==> config.mk <==
export PLATFORM = sky130hd
export DESIGN_NAME = y_alu_seq
export DESIGN_NICKNAME = d
export VERILOG_FILES = /design/src/rtl/y_alu_seq.sv
export SDC_FILE = /design/constraint.sdc
export NUM_CORES = 1
export LEC_CHECK = 0
export ABC_AREA = 1
export BUFFER_PORTS_ARGS = -buffer_cell sky130_fd_sc_hd__buf_2
export CAP_MARGIN = 5
export CORE_ASPECT_RATIO = 0.9
export CORE_MARGIN = 2
export CORE_UTILIZATION = 60
export DETAILED_ROUTE_END_ITERATION = 8
export GPL_ROUTABILITY_DRIVEN = 0
export PLACE_DENSITY_LB_ADDON = 0.15
export SLEW_MARGIN = 10
export SYNTH_ARGS = -nofsm -noshare
export SYNTH_HDL_FRONTEND = slang
export SYNTH_SLANG_ARGS = --single-unit
export TNS_END_PERCENT = 50
==> constraint.sdc <==
create_clock -name clk -period 4.3 [get_ports clk]
set_input_delay 0.645 -clock clk [delete_from_list [all_inputs] [get_ports clk]]
set_output_delay 0.645 -clock clk [all_outputs]
set_load 0.02 [all_outputs]
==> src/rtl/y_alu_seq.sv <==
// y_alu_seq: multi-cycle ALU. Single-cycle logic/arithmetic ops run through
// EXEC; unsigned multiply runs as a WIDTH-cycle shift-add in MUL. The result
// and its flags are registered and held until the next operation completes.
module y_alu_seq #(
    parameter int WIDTH = 32
) (
    input  logic             clk,
    input  logic             rst,
    input  logic             start,
    input  logic [WIDTH-1:0] a,
    input  logic [WIDTH-1:0] b,
    input  logic [2:0]       op,
    output logic             busy,
    output logic             done,
    output logic [WIDTH-1:0] z,
    output logic             zero,
    output logic             ovf
);

    localparam int CNT_W = $clog2(WIDTH);
    localparam logic [CNT_W-1:0] CNT_LAST = CNT_W'(WIDTH - 1);

    localparam logic [2:0] OP_AND = 3'b000;
    localparam logic [2:0] OP_OR  = 3'b001;
    localparam logic [2:0] OP_ADD = 3'b010;
    localparam logic [2:0] OP_MUL = 3'b011;
    localparam logic [2:0] OP_NOR = 3'b100;
    localparam logic [2:0] OP_XOR = 3'b101;
    localparam logic [2:0] OP_SUB = 3'b110;
    localparam logic [2:0] OP_SLT = 3'b111;

    typedef enum logic [1:0] {
        IDLE = 2'd0,
        EXEC = 2'd1,
        MUL  = 2'd2,
        DONE = 2'd3
    } state_t;

    state_t             state_q, state_d;
    logic [WIDTH-1:0]   a_q, a_d;
    logic [WIDTH-1:0]   b_q, b_d;
    logic [2:0]         op_q, op_d;
    logic [2*WIDTH-1:0] acc_q, acc_d;
    logic [CNT_W-1:0]   cnt_q, cnt_d;
    logic [WIDTH-1:0]   z_q, z_d;
    logic               zero_q, zero_d;
    logic               ovf_q, ovf_d;

    logic [WIDTH-1:0]   sum, diff, exec_z;
    logic               exec_ovf, slt_bit;
    logic [WIDTH:0]     mul_sum;
    logic [2*WIDTH-1:0] acc_step;

    // Single-cycle datapath on the latched operands; SLT uses the sign of a
    // when signs differ so it stays correct when a-b overflows.
    always_comb begin
        sum      = a_q + b_q;
        diff     = a_q - b_q;
        slt_bit  = (a_q[WIDTH-1] != b_q[WIDTH-1]) ? a_q[WIDTH-1] : diff[WIDTH-1];
        exec_z   = '0;
        exec_ovf = 1'b0;
        case (op_q)
            OP_AND: exec_z = a_q & b_q;
            OP_OR:  exec_z = a_q | b_q;
            OP_NOR: exec_z = ~(a_q | b_q);
            OP_XOR: exec_z = a_q ^ b_q;
            OP_ADD: begin
                exec_z   = sum;
                exec_ovf = (a_q[WIDTH-1] == b_q[WIDTH-1]) && (sum[WIDTH-1] != a_q[WIDTH-1]);
            end
            OP_SUB: begin
                exec_z   = diff;
                exec_ovf = (a_q[WIDTH-1] != b_q[WIDTH-1]) && (diff[WIDTH-1] != a_q[WIDTH-1]);
            end
            OP_SLT: exec_z = {{(WIDTH-1){1'b0}}, slt_bit};
            default: begin
                exec_z   = '0;
                exec_ovf = 1'b0;
            end
        endcase
    end

    // One shift-add step: the low half holds the remaining multiplier bits,
    // the high half accumulates a, and the whole thing shifts right each cycle.
    always_comb begin
        mul_sum  = {1'b0, acc_q[2*WIDTH-1:WIDTH]} + {1'b0, a_q};
        acc_step = acc_q[0] ? {mul_sum, acc_q[WIDTH-1:1]}
                            : {1'b0, acc_q[2*WIDTH-1:1]};
    end

    // Next-state, operand capture and result registration.
    always_comb begin
        state_d = state_q;
        a_d     = a_q;
        b_d     = b_q;
        op_d    = op_q;
        acc_d   = acc_q;
        cnt_d   = cnt_q;
        z_d     = z_q;
        zero_d  = zero_q;
        ovf_d   = ovf_q;
        case (state_q)
            IDLE: begin
                if (start) begin
                    a_d  = a;
                    b_d  = b;
                    op_d = op;
                    if (op == OP_MUL) begin
                        acc_d   = {{WIDTH{1'b0}}, b};
                        cnt_d   = '0;
                        state_d = MUL;
                    end else begin
                        state_d = EXEC;
                    end
                end
            end
            EXEC: begin
                z_d     = exec_z;
                zero_d  = (exec_z == '0);
                ovf_d   = exec_ovf;
                state_d = DONE;
            end
            MUL: begin
                acc_d = acc_step;
                cnt_d = cnt_q + CNT_W'(1);
                if (cnt_q == CNT_LAST) begin
                    z_d     = acc_step[WIDTH-1:0];
                    zero_d  = (acc_step[WIDTH-1:0] == '0);
                    ovf_d   = (acc_step[2*WIDTH-1:WIDTH] != '0);
                    state_d = DONE;
                end
            end
            DONE: begin
                state_d = IDLE;
            end
            default: begin
                state_d = IDLE;
            end
        endcase
    end

    // State register with synchronous reset that overrides any transition.
    always_ff @(posedge clk) begin
        if (rst) begin
            state_q <= IDLE;
            a_q     <= '0;
            b_q     <= '0;
            op_q    <= '0;
            acc_q   <= '0;
            cnt_q   <= '0;
            z_q     <= '0;
            zero_q  <= 1'b0;
            ovf_q   <= 1'b0;
        end else begin
            state_q <= state_d;
            a_q     <= a_d;
            b_q     <= b_d;
            op_q    <= op_d;
            acc_q   <= acc_d;
            cnt_q   <= cnt_d;
            z_q     <= z_d;
            zero_q  <= zero_d;
            ovf_q   <= ovf_d;
        end
    end

    assign busy = (state_q != IDLE);
    assign done = (state_q == DONE);
    assign z    = z_q;
    assign zero = zero_q;
    assign ovf  = ovf_q;

endmodule
==> results.py <==
metrics = {
    "outcome": {
        "outcome": "complete, no violations",
    },
    "detailed_routing": {
        "via_per_inst": 6.05,
        "drtPass1Iterations": 7,
        "routed_wirelength_um": 58000,
        "final_antenna_net_count": 0,
        "wl_per_cell_um": 18.7,
        "vias": 18800,
        "drt_iter0_markers": 2505,
        "drc": 0,
    },
    "worst_setup_path": {
        "worst-setup-path-type": "reg -> reg",
        "arrival_ns": 4.23,
        "cp-start-kind": "flop",
        "path_max_fanout": 10,
        "required_ns": 4.69,
        "rr_worst_depth": 25,
        "end_kind": "flop",
    },
    "floorplan": {
        "floorplan.io_pins": 106,
        "die_w_um": 176,
        "die_y_um": 159,
        "core_area_um2": 26100,
        "start_util_pct": 61.1,
        "dieArea_um2": 27900,
        "rows": 56,
    },
    "clocking": {
        "cts_resized": 0,
        "clock-sinks": 172,
        "path_clk_slew_ns": 0.09,
        "cts_hold_buf": 0,
        "clockBufferDepth": 2,
        "clkLatencyLatePin_ns": 0.46,
        "cts_tree": "yes",
        "root_buffer": "clkbuf_16",
        "htree_levels": 4,
        "cts_inserted_buffers": 17,
        "post_cts_buffers": 0,
    },
    "sta": {
        "setup_viol": 0,
        "fin_skew_ns": 0.0247,
        "fin_crit_ns": 3.84,
        "worst_slew_pin_slew_ns": 0.854,
        "fmax_mhz": 260,
        "tns_ns": 0,
        "fin_crit_sh_pct": 89.4,
        "slew_headroom_pct": 42.7,
        "hold_violations": 0,
        "rsz0062_at_grt": "no",
        "final-max-slew-violation-count": 0,
    },
    "synthesis": {
        "synth_nets": 2934,
        "synth_edf_count": 0,
        "seq_area_frac_synth_pct": 21.6,
        "synth_area_um2": 16000,
        "async_flop_share_pct": 0,
        "synth_warnings": 0,
        "ys_types": 51,
        "avgSynthCellArea_um2": 5.87,
        "synth_seq_cells": 172,
        "synth_cells": 2719,
        "yosys_most_used_dff": "dfxtp_1",
    },
    "power_and_ir_drop": {
        "leakage_nw": 8.54,
        "power_density_nw_per_um2": 604,
        "totalPowerFinal_w": 0.0104,
        "vdd_drop_max_mv": 0.632,
    },
    "cells_and_area": {
        "drive_gt1_share_pct": 8.29,
        "fin_util_pct": 65.7,
        "area_delta_synth_final_pct": 7.55,
        "nets": 2964,
        "nFillCells": 2471,
    },
    "worst_hold_path": {
        "whs_path_depth": 3,
        "hold_path_class": "in -> reg",
    },
    "global_routing": {
        "grt_pass1_vias": 16900,
        "grt_pass1_wl_um": 88900,
        "grt_max_degree": 70,
        "grt_antenna_before_repair": 2,
        "track_usage_pct": 40.2,
        "grt_overflow_total": 0,
    },
    "place": {
        "dp_hpwl_um": 45200,
        "io_buffers": 105,
    },
    "run": {
        "maxCapViolCount": 0,
    },
}
## cells by family (layout without fill, tap and decap cells)
kind of cell	count (synthesis)	in the layout	share of synthesized area, %
and+or+nand+nor	1363	1363	35.9
AOI/OAI and AO/OA	532	532	18.2
buffers and inverters	496	539	12.2
DFF	172	172	21.6
adders and majority gates	145	145	11.5
xor gates and xnor gates	9	9	0.494
muxes	2	2	0.125
other	0	1	0
## state kept, by name, summed over array words and instances, names as in the netlist, 2 cells and up
signal / cells
acc_q: 64
cnt_q: 5
a_q: 32
b_q: 32
state_q: 2
z: 32
op_q: 3
## per-stage QoR
stage | hold slack [ns] | setup WS [ns] | instance area (um2) | cells
CTS | 0.468 | 0.585 | 17200 | 3110
floorplan | 0.450 | 1.18 | 16000 | 2719
global placement | 0.457 | 0.712 | 16600 | 3078
finish | 0.469 | 0.457 | 17200 | 3111
detailed placement | 0.467 | 0.614 | 16600 | 3078
global route | 0.483 | 0.0907 | 17200 | 3111
## worst paths after layout
| check | startpoint | to | slack [ns] |
|---|---|---|---|
| worst max-delay path | a_q[4]$_SDFFE_PP0P_ | zero$_SDFFE_PP0P_ | 0.46 |
| worst min-delay path | b[7] | acc_q[7]$_SDFFE_PP0P_ | 0.47 |
| worst max register to register | a_q[4]$_SDFFE_PP0P_ | zero$_SDFFE_PP0P_ | 0.46 |
| worst min register to register | cnt_q[4]$_SDFFE_PP0P_ | cnt_q[4]$_SDFFE_PP0P_ | 0.48 |
## report_power, final
| group | leakage, nW | internal, W | switching (W) |
|---|---|---|---|
| clock | 0.284 | 0.000791 | 0.000795 |
| combinational | 6.85 | 0.00191 | 0.00468 |
| sequential | 1.41 | 0.00190 | 0.000293 |
| total | 8.54 | 0.00460 | 0.00577 |
## synthesized netlist by cell type (8+ instances only)
cell | number | area (um2)
nor3_1 | 23 | 115
a221oi_1 | 19 | 166
o21bai_1 | 12 | 90.1
nor2_1 | 202 | 758
a31oi_1 | 33 | 206
buf_1 | 8 | 30.0
ha_1 | 141 | 1760
nand3_1 | 234 | 1170
or2_2 | 12 | 75.1
inv_1 | 365 | 1370
o21ai_1 | 13 | 65.1
nand4_1 | 26 | 163
o21ai_0 | 182 | 911
a21oi_1 | 240 | 1200
nand3b_1 | 9 | 67.6
buf_4 | 16 | 120
nand2_1 | 816 | 3060
inv_2 | 17 | 63.8
buf_2 | 19 | 95.1
clkbuf_1 | 68 | 255
dfxtp_1 | 172 | 3440
## critical path, cell delays in order, from the launching register on
cell and delay, ns:
dfxtp_1 0.40, inv_1 0.09, ha_1 0.48, nor2_4 0.22, nand4_1 0.12, nand2_1 0.17, nand2_1 0.09, nand2_1 0.16
nand2_1 0.09, nand2_1 0.09, nand2_1 0.07, nand2_1 0.06, a21oi_1 0.08, fa_1 0.41, nand4_1 0.10, o21ai_0 0.07
nand3b_1 0.18, nor2_1 0.11, nand2_1 0.05, nor2_1 0.11, nand3_1 0.08, nor2_1 0.15, nand4_1 0.11, nor2_1 0.11
nand3_1 0.07, a21oi_1 0.12
## cell type report
class / count / area, um2 / area share [%]
Sequential cell: 172 / 3440 / 20.0
Inverter: 383 / 1440 / 8.37
Timing Repair Buffer: 124 / 668 / 3.89
Clock inverter: 14 / 141 / 0.823
Antenna cell: 1 / 2.50 / 0.0146
Tap cell: 348 / 435 / 2.53
Multi-Input combinational cell: 2051 / 10600 / 61.8
Clock buffer: 18 / 439 / 2.56
## per-layer routing
metal	vias up	part of all wire [%]	GRT usage, %
li1	8840	-	-
met1	8460	40	53.8
met2	1289	42	61.5
met3	237	13	9.72
met4	2	4.9	17.1
met5	-	0.019	0
## cells in the final DEF (no fill, tap or decap), types with 4 or more instances in the layout
cell / count
inv_6: 4
o21bai_1: 12
a21oi_1: 240
or2_2: 12
nor3_1: 23
nor4_1: 5
nand3_1: 234
a221oi_1: 19
nand4_1: 26
o21ai_0: 182
nand3b_1: 9
clkbuf_16: 17
nor2_2: 11
xor2_1: 4
buf_4: 19
inv_2: 18
a31oi_1: 33
or2_0: 4
nor3_2: 6
nand2_2: 5
o211ai_1: 4
fa_1: 4
buf_2: 105
inv_8: 5
inv_1: 364
o22ai_1: 7
nand2_1: 815
ha_1: 140
o21ai_1: 12
dfxtp_1: 172
xnor2_1: 5
nor2_1: 198
a21oi_2: 7
No activity file was read; power rests on OpenSTA's default activity.
